**config.mk**
```make
export PLATFORM = sky130hd
export DESIGN_NAME = flops_recirc_param_flat
export DESIGN_NICKNAME = d
export VERILOG_FILES = /design/src/rtl/flops_recirc_param_pkg.sv /design/src/rtl/flops_recirc_param_if.sv /design/src/rtl/flops_recirc_param_fifo.sv /design/src/rtl/flops_recirc_param.sv /design/src/flat_wrapper.sv
export SDC_FILE = /design/constraint.sdc
export NUM_CORES = 1
export LEC_CHECK = 0
export ABC_CLOCK_PERIOD_IN_PS = 3800
export CAP_MARGIN = 40
export CORE_UTILIZATION = 53
export DETAILED_ROUTE_END_ITERATION = 6
export DONT_BUFFER_PORTS = 1
export GPL_TIMING_DRIVEN = 0
export PLACE_DENSITY = 0.78
export SYNTH_ARGS = -nofsm -noshare
export SYNTH_HDL_FRONTEND = slang
export SYNTH_HIERARCHICAL = 1
export SYNTH_SLANG_ARGS = --single-unit
```
**constraint.sdc**
```tcl
create_clock -name clk_2f -period 3.8 [get_ports clk_2f]
set_clock_uncertainty 0.2 [all_clocks]
set_input_delay 0.57 -clock clk_2f [delete_from_list [all_inputs] [get_ports clk_2f]]
set_output_delay 0.57 -clock clk_2f [all_outputs]
set_load 0.02 [all_outputs]
```
**src/rtl/flops_recirc_param_pkg.sv**
```systemverilog
// rtl/flops_recirc_param_pkg.sv - shared constants, types and helpers for flops_recirc_param
package flops_recirc_param_pkg;

    localparam int DEF_WIDTH     = 32;
    localparam int DEF_STAGES    = 2;
    localparam int DEF_RET_DEPTH = 4;
    localparam int DROP_CNT_W    = 8;

    typedef logic [DROP_CNT_W-1:0] drop_cnt_t;

    typedef enum logic [1:0] {
        HEAD_IDLE   = 2'd0,
        HEAD_INPUT  = 2'd1,
        HEAD_REPLAY = 2'd2
    } head_sel_e;

    function automatic drop_cnt_t sat_inc(input drop_cnt_t v);
        return (v == '1) ? v : drop_cnt_t'(v + 1'b1);
    endfunction

endpackage

```
**src/rtl/flops_recirc_param_if.sv**
```systemverilog
// rtl/flops_recirc_param_if.sv - data/control bundle between the recirculating pipeline and its user
interface flops_recirc_param_if
    import flops_recirc_param_pkg::*;
#(
    parameter int WIDTH     = DEF_WIDTH,
    parameter int RET_DEPTH = DEF_RET_DEPTH
);

    localparam int CNT_W = $clog2(RET_DEPTH + 1);

    logic             active;
    logic             valid_in;
    logic [WIDTH-1:0] data_in;
    logic             valid_out;
    logic [WIDTH-1:0] data_out;
    logic             valid_ret;
    logic [WIDTH-1:0] data_ret;
    logic [CNT_W-1:0] ret_count;
    logic             ret_full;
    logic             drop_pulse;
    drop_cnt_t        drop_count;

    modport master (
        output active, valid_in, data_in,
        input  valid_out, data_out, valid_ret, data_ret,
        input  ret_count, ret_full, drop_pulse, drop_count
    );

    modport slave (
        input  active, valid_in, data_in,
        output valid_out, data_out, valid_ret, data_ret,
        output ret_count, ret_full, drop_pulse, drop_count
    );

endinterface

```
**src/rtl/flops_recirc_param_fifo.sv**
```systemverilog
// rtl/flops_recirc_param_fifo.sv - return buffer holding diverted words until they can be replayed
module recirc_fifo
    import flops_recirc_param_pkg::*;
#(
    parameter int WIDTH     = DEF_WIDTH,
    parameter int RET_DEPTH = DEF_RET_DEPTH
) (
    input  logic                             clk,
    input  logic                             resetn,
    input  logic                             push,
    input  logic [WIDTH-1:0]                 push_data,
    input  logic                             pop,
    output logic [WIDTH-1:0]                 head,
    output logic [$clog2(RET_DEPTH+1)-1:0]   count,
    output logic                             full,
    output logic                             empty
);

    localparam int PTR_W = $clog2(RET_DEPTH);
    localparam int CNT_W = $clog2(RET_DEPTH + 1);

    logic [WIDTH-1:0] mem_q [RET_DEPTH];
    logic [PTR_W-1:0] wr_ptr_q, wr_ptr_d;
    logic [PTR_W-1:0] rd_ptr_q, rd_ptr_d;
    logic [CNT_W-1:0] count_q, count_d;
    logic             do_push;
    logic             do_pop;

    assign full  = (count_q == CNT_W'(RET_DEPTH));
    assign empty = (count_q == '0);
    assign count = count_q;
    assign head  = empty ? '0 : mem_q[rd_ptr_q];

    // Pointers are exactly log2(depth) wide, so the increment wraps for free.
    always_comb begin
        do_push  = push && !full;
        do_pop   = pop && !empty;
        wr_ptr_d = wr_ptr_q;
        rd_ptr_d = rd_ptr_q;
        count_d  = count_q;
        if (do_push) begin
            wr_ptr_d = wr_ptr_q + 1'b1;
        end
        if (do_pop) begin
            rd_ptr_d = rd_ptr_q + 1'b1;
        end
        case ({do_push, do_pop})
            2'b10:   count_d = count_q + 1'b1;
            2'b01:   count_d = count_q - 1'b1;
            default: count_d = count_q;
        endcase
    end

    always_ff @(posedge clk) begin
        if (!resetn) begin
            wr_ptr_q <= '0;
            rd_ptr_q <= '0;
            count_q  <= '0;
        end else begin
            wr_ptr_q <= wr_ptr_d;
            rd_ptr_q <= rd_ptr_d;
            count_q  <= count_d;
        end
    end

    always_ff @(posedge clk) begin
        if (resetn && do_push) begin
            mem_q[wr_ptr_q] <= push_data;
        end
    end

endmodule

```
**src/rtl/flops_recirc_param.sv**
```systemverilog
// rtl/flops_recirc_param.sv - fixed-latency pipeline whose tail either delivers or recirculates via a return buffer
module flops_recirc_param
    import flops_recirc_param_pkg::*;
#(
    parameter int WIDTH     = DEF_WIDTH,
    parameter int STAGES    = DEF_STAGES,
    parameter int RET_DEPTH = DEF_RET_DEPTH
) (
    input  logic                  clk_2f,
    input  logic                  reset_L,
    flops_recirc_param_if.slave   bus
);

    localparam int CNT_W = $clog2(RET_DEPTH + 1);

    logic             valid_q [STAGES];
    logic             valid_d [STAGES];
    logic [WIDTH-1:0] data_q  [STAGES];
    logic [WIDTH-1:0] data_d  [STAGES];
    logic             drop_pulse_q, drop_pulse_d;
    drop_cnt_t        drop_count_q, drop_count_d;

    head_sel_e        head_sel;
    logic             tail_valid;
    logic             divert;
    logic             drop;
    logic             fifo_pop;
    logic [WIDTH-1:0] fifo_head;
    logic [CNT_W-1:0] fifo_count;
    logic             fifo_full;
    logic             fifo_empty;

    recirc_fifo #(
        .WIDTH     (WIDTH),
        .RET_DEPTH (RET_DEPTH)
    ) u_fifo (
        .clk       (clk_2f),
        .resetn    (reset_L),
        .push      (divert),
        .push_data (data_q[STAGES-1]),
        .pop       (fifo_pop),
        .head      (fifo_head),
        .count     (fifo_count),
        .full      (fifo_full),
        .empty     (fifo_empty)
    );

    // New input always wins over replay; push and pop never coincide since
    // diversion needs active=0 and replay needs active=1.
    always_comb begin
        head_sel = HEAD_IDLE;
        if (bus.valid_in) begin
            head_sel = HEAD_INPUT;
        end else if (bus.active && !fifo_empty) begin
            head_sel = HEAD_REPLAY;
        end
        fifo_pop = (head_sel == HEAD_REPLAY);

        for (int i = 1; i < STAGES; i++) begin
            valid_d[i] = valid_q[i-1];
            data_d[i]  = data_q[i-1];
        end
        case (head_sel)
            HEAD_INPUT: begin
                valid_d[0] = 1'b1;
                data_d[0]  = bus.data_in;
            end
            HEAD_REPLAY: begin
                valid_d[0] = 1'b1;
                data_d[0]  = fifo_head;
            end
            default: begin
                valid_d[0] = 1'b0;
                data_d[0]  = data_q[0];
            end
        endcase

        tail_valid   = valid_q[STAGES-1];
        divert       = tail_valid && !bus.active;
        drop         = divert && fifo_full;
        drop_pulse_d = drop;
        drop_count_d = drop ? sat_inc(drop_count_q) : drop_count_q;
    end

    always_ff @(posedge clk_2f) begin
        if (!reset_L) begin
            for (int i = 0; i < STAGES; i++) begin
                valid_q[i] <= 1'b0;
                data_q[i]  <= '0;
            end
            drop_pulse_q <= 1'b0;
            drop_count_q <= '0;
        end else begin
            for (int i = 0; i < STAGES; i++) begin
                valid_q[i] <= valid_d[i];
                data_q[i]  <= data_d[i];
            end
            drop_pulse_q <= drop_pulse_d;
            drop_count_q <= drop_count_d;
        end
    end

    assign bus.valid_out  = tail_valid && bus.active;
    assign bus.data_out   = bus.valid_out ? data_q[STAGES-1] : '0;
    assign bus.valid_ret  = !fifo_empty;
    assign bus.data_ret   = fifo_head;
    assign bus.ret_count  = fifo_count;
    assign bus.ret_full   = fifo_full;
    assign bus.drop_pulse = drop_pulse_q;
    assign bus.drop_count = drop_count_q;

endmodule

```
**src/flat_wrapper.sv**
```systemverilog
// flat-port wrapper written by rule: the top's interface ports become plain ports
module flops_recirc_param_flat import flops_recirc_param_pkg::*;
#(
    parameter int WIDTH     = DEF_WIDTH,
    parameter int STAGES    = DEF_STAGES,
    parameter int RET_DEPTH = DEF_RET_DEPTH
)
  (clk_2f, reset_L, bus_active, bus_valid_in, bus_data_in, bus_valid_out, bus_data_out, bus_valid_ret, bus_data_ret, bus_ret_count, bus_ret_full, bus_drop_pulse, bus_drop_count);
  flops_recirc_param_if #(.WIDTH(WIDTH), .RET_DEPTH(RET_DEPTH)) bus_i ();
  input  logic clk_2f;
  input  logic reset_L;
  input wire logic [$bits(bus_i.active)-1:0] bus_active;
  input wire logic [$bits(bus_i.valid_in)-1:0] bus_valid_in;
  input wire logic [$bits(bus_i.data_in)-1:0] bus_data_in;
  output wire logic [$bits(bus_i.valid_out)-1:0] bus_valid_out;
  output wire logic [$bits(bus_i.data_out)-1:0] bus_data_out;
  output wire logic [$bits(bus_i.valid_ret)-1:0] bus_valid_ret;
  output wire logic [$bits(bus_i.data_ret)-1:0] bus_data_ret;
  output wire logic [$bits(bus_i.ret_count)-1:0] bus_ret_count;
  output wire logic [$bits(bus_i.ret_full)-1:0] bus_ret_full;
  output wire logic [$bits(bus_i.drop_pulse)-1:0] bus_drop_pulse;
  output wire logic [$bits(bus_i.drop_count)-1:0] bus_drop_count;
  assign bus_i.active = bus_active;
  assign bus_i.valid_in = bus_valid_in;
  assign bus_i.data_in = bus_data_in;
  assign bus_valid_out = bus_i.valid_out;
  assign bus_data_out = bus_i.data_out;
  assign bus_valid_ret = bus_i.valid_ret;
  assign bus_data_ret = bus_i.data_ret;
  assign bus_ret_count = bus_i.ret_count;
  assign bus_ret_full = bus_i.ret_full;
  assign bus_drop_pulse = bus_i.drop_pulse;
  assign bus_drop_count = bus_i.drop_count;
  flops_recirc_param #(.WIDTH(WIDTH), .STAGES(STAGES), .RET_DEPTH(RET_DEPTH)) u_core (.clk_2f(clk_2f), .reset_L(reset_L), .bus(bus_i));
endmodule
```
# Word level (Yosys, flattened, before mapping)
# Memories as Yosys holds them, arrays and structs flattened. A register that Yosys moved wholly into a read port is not among the register bits.
# Index checks and enable logic that the tools add are counted.
# word_totals
out_inout_bits,79
register_bits,16
mem_count,3
ram_bits,194
# mem_list
name,words,word_bits,read_ports,rd_clocked_by_memory_dff,write_ports,line,text
u_core.u_fifo.mem_q,4,32,1,1,1,flops_recirc_param_fifo.sv:22,logic [WIDTH-1:0] mem_q [RET_DEPTH];
u_core.data_q,2,32,2,0,2,flops_recirc_param.sv:18,logic [WIDTH-1:0] data_q [STAGES];
u_core.valid_q,2,1,2,0,2,flops_recirc_param.sv:16,logic valid_q [STAGES];
# op_classes
n_reduce_logical,14
bitwise_logic,5
eq_ne,6
n_addsub,5
mux,17
# op_table
op,n
$mux 32,4
$pmux 32 s2,1
$add 8x1->8 const B,1
$eq 8x8->1 const B,1
$mux 2,4
$logic_and 1x1->1,7
$mux 1,7
$pmux 3 s2,1
$add 2x1->2 const B,2
$eq 2x1->1 const B,2
$eq 2x2->1 const B,2
$or 1x1->1,4
$add 3x1->3 const B,1
$eq 3x3->1 const B,1
$logic_not 1->1,3
$logic_not 3->1,1
$sub 3x1->3 const B,1
$reduce_and 2->1,1
$reduce_bool 2->1,1
$reduce_or 2->1,1
$not 1->1,1

# Longest topological paths before layout
# logic_depth
depth_word,9
ltp_mapped,13

# Cells and area by module
# The synthesis kept the hierarchy.
# modules_own_cells
mod,seq_area_each_um2,n_inst,area_per_inst_um2,cells_each
recirc_fifo,4023.9,1,5358.9,256
flops_recirc_param,1501.4,1,3062.9,311

# Worst setup path after synthesis
# Ideal clock, no wire load.
# synth_timing
kind,flip-flop to flip-flop
start,"register u_core.u_fifo.count_q[0], in the netlist u_core/u_fifo/count[0]"
end,"register u_core.u_fifo.count_q[2], in the netlist u_core/u_fifo/count[2]"
path_stages_with_launch,14
path_slack_ns,0.775
arrival_ns,2.749
required_time_ns,3.524
period_less_slack_ns,3.025
path_cell_list,dfxtp_1 -> nor3_2 -> buf_2 -> nand2b_1 -> buf_6 -> buf_6 -> nor2_1 -> nor2b_1 -> ha_1 -> inv_1 -> fa_1 -> xor2_1 -> or3_1 -> a21boi_0
# synth_between
elab_chain_cells,9
word_cells_on_any_way,16
# synth_rtl
item,line,text
start: declaration,flops_recirc_param_fifo.sv:25,"logic [CNT_W-1:0] count_q, count_d;"
start signal: assignment,flops_recirc_param_fifo.sv:62,count_q <= count_d;
$logic_not 3->1 *,flops_recirc_param_fifo.sv:30,assign empty = (count_q == '0);
named net u_core.fifo_empty,flops_recirc_param.sv:31,logic fifo_empty;
$logic_not 1->1 *,flops_recirc_param.sv:54,end else if (bus.active && !fifo_empty) begin
$logic_and 1x1->1 *,flops_recirc_param.sv:54,
$mux 2 *,flops_recirc_param.sv:54,
$mux 2 *,flops_recirc_param.sv:52,if (bus.valid_in) begin
$eq 2x2->1 *,flops_recirc_param.sv:57,fifo_pop = (head_sel == HEAD_REPLAY);
named net u_core.fifo_pop,flops_recirc_param.sv:27,logic fifo_pop;
$logic_and 1x1->1 *,flops_recirc_param_fifo.sv:37,do_pop = pop && !empty;
named net u_core.u_fifo.do_pop,flops_recirc_param_fifo.sv:27,logic do_pop;
$eq 2x1->1 or $eq 2x2->1 (tied branches),flops_recirc_param_fifo.sv:47,"case ({do_push, do_pop})"
$pmux 3 s2 or $reduce_bool 2->1 (tied branches),n/a,
# The timed path passes the listed nets; every way through them passes the cells marked *.
# A chain may end at the register's enable or synchronous reset.

# Final worst setup path
# layout_timing
start,"register u_core.u_fifo.count_q[2], in the netlist u_core/u_fifo/count[2]"
end,"register u_core.u_fifo.count_q[2], in the netlist u_core/u_fifo/count[2]"
# Same word-level chain as after synthesis.

==> metrics.yaml <==
cts:
  clock_path_buffers: 3
  clk_pin_slew_worst_paths_ns: 0.06
  cts_buffers: 22
  cts_max_level: 1
  cts-hold-fix-buffers: 0
  clockRootBuffer: "clkbuf_16"
  cts_sinks: 212
  clk_latency_ns: 0.50
  cts_tree: "yes"
power:
  p_sw_share_pct: 20.4
  p_comb_share_pct: 3.6
  power_w: 0.00495
  power.internal_w: 0.00394
  power_frac_seq_pct: 50.9
  p_per_area_nw_per_um2: 517
  p_leak_nw: 3.60
  pwr-share-clk_pct: 45.5
  ir_drop_mv: 0.346
  p_switching_w: 0.00101
worst_setup_path:
  critPathSlowestCell: "dfxtp_1"
  critical-path-max-stage-delay_ns: 0.54
  cp.arrival_ns: 3.83
  critPathCaptureType: "flop"
  path_max_fanout: 11
  crit_path_frequent_cell: "buf_6"
  required_ns: 4.01
  worstSetupStartpointType: "flop"
  cp_cell_sequence: "nor3_4, buf_2, nand2b_1, buf_6, buf_6, nor2_1, nor2b_1, ha_1, inv_1, fa_1, xor2_1, or3_1, a21boi_0"
  regToRegSetupSlack_ns: 0.18
  ff2ff_path_depth: 13
  cp.buffers_inverters: 4
  crit_type: "reg -> reg"
  cp.depth: 13
  cpLargestDelayFamily: "simple AND/OR/NAND/NOR gates"
timing:
  drv_slew: 0
  fmax_ghz: 0.276
  layout_setup_ws_ns: 0.178
  setup_violations: 0
  post-route-period-util_pct: 95.3
  tns_ns: 0
  slew_headroom_pct: 54.2
  worst_slew_pin_slew_ns: 0.687
  finalHoldViolCount: 0
  min_period_ns: 3.62
  rsz0062_at_grt: "no"
min_path:
  min_path_cells: 2
  hp-class: "in -> reg"
route:
  drtPass1Iterations: 4
  vias: 4816
  route.detailed.drc: 0
  drtIter0Drc: 329
  viasPerCell: 5.84
  ant_nets: 0
  finalWirelength_um: 19200
  routedWlPerCell_um: 23.4
job:
  drv_cap: 0
floorplanning:
  row_count: 45
  start_util_pct: 54.8
  die_h_um: 128
  design.core.area_um2: 15400
  ioPinCount: 115
  die_area_um2: 16400
  die_w_um: 128
synth:
  yosysTopAreaCell: "edfxtp_1"
  synth-async-reset-ratio_pct: 0
  synth_flop_cell: "edfxtp_1"
  ys_warn_count: 6
  synth_cell_types: 46
  ys_top_cells_by_area: "edfxtp_1 46%, dfxtp_1 20%, mux4_2 8.6%, mux2i_1 4.4%, a211oi_1 2.9%"
  syn_area_um2: 8420
  synth_edf_count: 128
  synth_top_area_share_pct: 45.6
  synth-seq-area-share_pct: 65.6
  syn_nets: 610
  ys_seq_elements: 212
  syn_area_per_cell_um2: 14.9
  syn_inst: 567
grt:
  grt_use_total_pct: 23.9
  antenna_found_initial: 0
  grt_pass1_vias: 5090
  grt_pass1_wl_um: 28800
  grt_max_degree: 26
  gr-total-overflow: 0
layout:
  diodes: 0
  fin_util_pct: 62.3
  drive_gt1_share_pct: 16.3
  multiInputGateArea_um2: 2620
  num-nets-final: 640
  area_delta_synth_final_pct: 13.6
  seq_area_um2: 5530
  stdcell_area_um2: 9570
  nFillCells: 1133
place:
  dp_hpwl_um: 12400
  place_ws_ns: 0.131
  placed_cell_area_um2: 8800
  io_buffers: 0
  gp_congestion: 0.768
run_status:
  run_status: "finished, final reports clean"
flip-flops by register name (all words and copies together), names as in the netlist, named ones only:
| register | count |
|---|---|
| u_core/bus.drop_count | 8 |
| u_core/valid_q | 2 |
| u_core/u_fifo/wr_ptr_q | 2 |
| u_core/u_fifo/rd_ptr_q | 2 |
| u_core/data_q | 64 |
| u_core/u_fifo/count | 3 |
| u_core/u_fifo/mem_q | 128 |
| u_core/bus.drop_pulse | 1 |
worst register-to-register path, delay by kind of cell (launching register included):
family          cells  cell delay [ns]
fa+ha+maj           2             0.62
flops               1             0.54
compound gates      1             0.19
buf+inv             4             0.61
xor+xnor            1             0.15
simple gates        5             1.22
layer usage:
| metal | global-route usage, % | vias to the layer above | share of wire, % |
|---|---|---|---|
| li1 | - | 2173 | - |
| met5 | 0 | - | 0 |
| met4 | 6.78 | 0 | 2.2 |
| met1 | 29.7 | 2445 | 41 |
| met3 | 5.38 | 25 | 6.8 |
| met2 | 42.1 | 173 | 50 |
through the flow:
| stage | hold WS (ns) | std cells |
|---|---|---|
| after detailed placement | 0.225 | 784 |
| after global placement | 0.231 | 778 |
| after global routing | 0.0353 | 824 |
| after CTS | 0.0242 | 824 |
| after floorplan | 0.212 | 567 |
| final | 0.0395 | 824 |
cell usage after synthesis (2+ instances only):
cell	instances
a21boi_0	2
and3_1	36
buf_6	5
buf_2	7
or3_1	2
edfxtp_1	128
a41oi_1	2
ha_1	6
nor2b_1	21
a21oi_1	2
o21ai_0	6
buf_12	2
dfxtp_1	84
nand2_1	13
buf_8	2
nand4_1	2
nor3_1	3
clkbuf_1	22
and2b_1	14
a211oi_1	33
inv_1	10
and3_2	2
nor2_1	34
and2_1	38
mux4_2	32
mux2i_1	37
nand2b_1	2
nand3_1	2
path summary, 6_finish.rpt:
kind,start,to
worst max-delay path,u_core/u_fifo/count[2],u_core/u_fifo/count[2]
worst min register to register,u_core/valid_q[0][0],u_core/valid_q[0][1]
worst min-delay path,bus_data_in[9],u_core/data_q[0][9]
worst max register to register,u_core/u_fifo/count[2],u_core/u_fifo/count[2]
cell families (layout without fill, tap and decap cells):
| kind of cell | count (synthesis) | in the layout | synth area share, % |
|---|---|---|---|
| multiplexers | 69 | 69 | 13.0 |
| AO/OA/AOI/OAI | 51 | 51 | 4.52 |
| AND/OR/NAND/NOR | 177 | 177 | 12.2 |
| adder cells (fa/ha/maj) | 7 | 7 | 1.13 |
| XOR/XNOR | 2 | 2 | 0.208 |
| flip-flops | 212 | 212 | 65.6 |
| buffers and inverters | 49 | 95 | 3.39 |
placed cells by master (no fill, tap or decap), types with 9 or more instances in the layout:
master	synthesis	routed
edfxtp_1	128	128
buf_2	7	9
dfxtp_1	84	82
clkbuf_1	22	26
and2_1	38	38
nor2b_1	21	21
nand2_1	13	13
mux4_2	32	32
clkbuf_16	0	23
mux2i_1	37	37
nor2_1	34	34
and3_1	36	32
inv_1	10	10
and2b_1	14	14
a211oi_1	33	33
power groups by stage:
| stage | sequential (W) | clock, W | combinational, W |
|---|---|---|---|
| after floorplan | 0.00255 | 0 | 0.000128 |
| after global placement | 0.00256 | 0 | 0.000168 |
| after detailed placement | 0.00257 | 0 | 0.000176 |
| after CTS | 0.00252 | 0.00228 | 0.000179 |
| after global routing | 0.00252 | 0.00238 | 0.000193 |
| final | 0.00252 | 0.00225 | 0.000178 |
what timing repair did:
action                     4_1_cts  5_1_grt
setup endpoints to repair        0        2
buffers inserted                 0        0
gates resized for setup          0        3
layout make-up:
| type | instances | area share, % |
|---|---|---|
| Buffer | 39 | 2.59 |
| Clock buffer | 28 | 6.32 |
| Clock inverter | 12 | 1.67 |
| Inverter | 10 | 0.392 |
| Multi-Input combinational cell | 306 | 27.4 |
| Sequential cell | 212 | 57.8 |
| Tap cell | 211 | 2.76 |
| Timing Repair Buffer | 6 | 1.10 |
No activity file was read; power rests on OpenSTA's default activity.
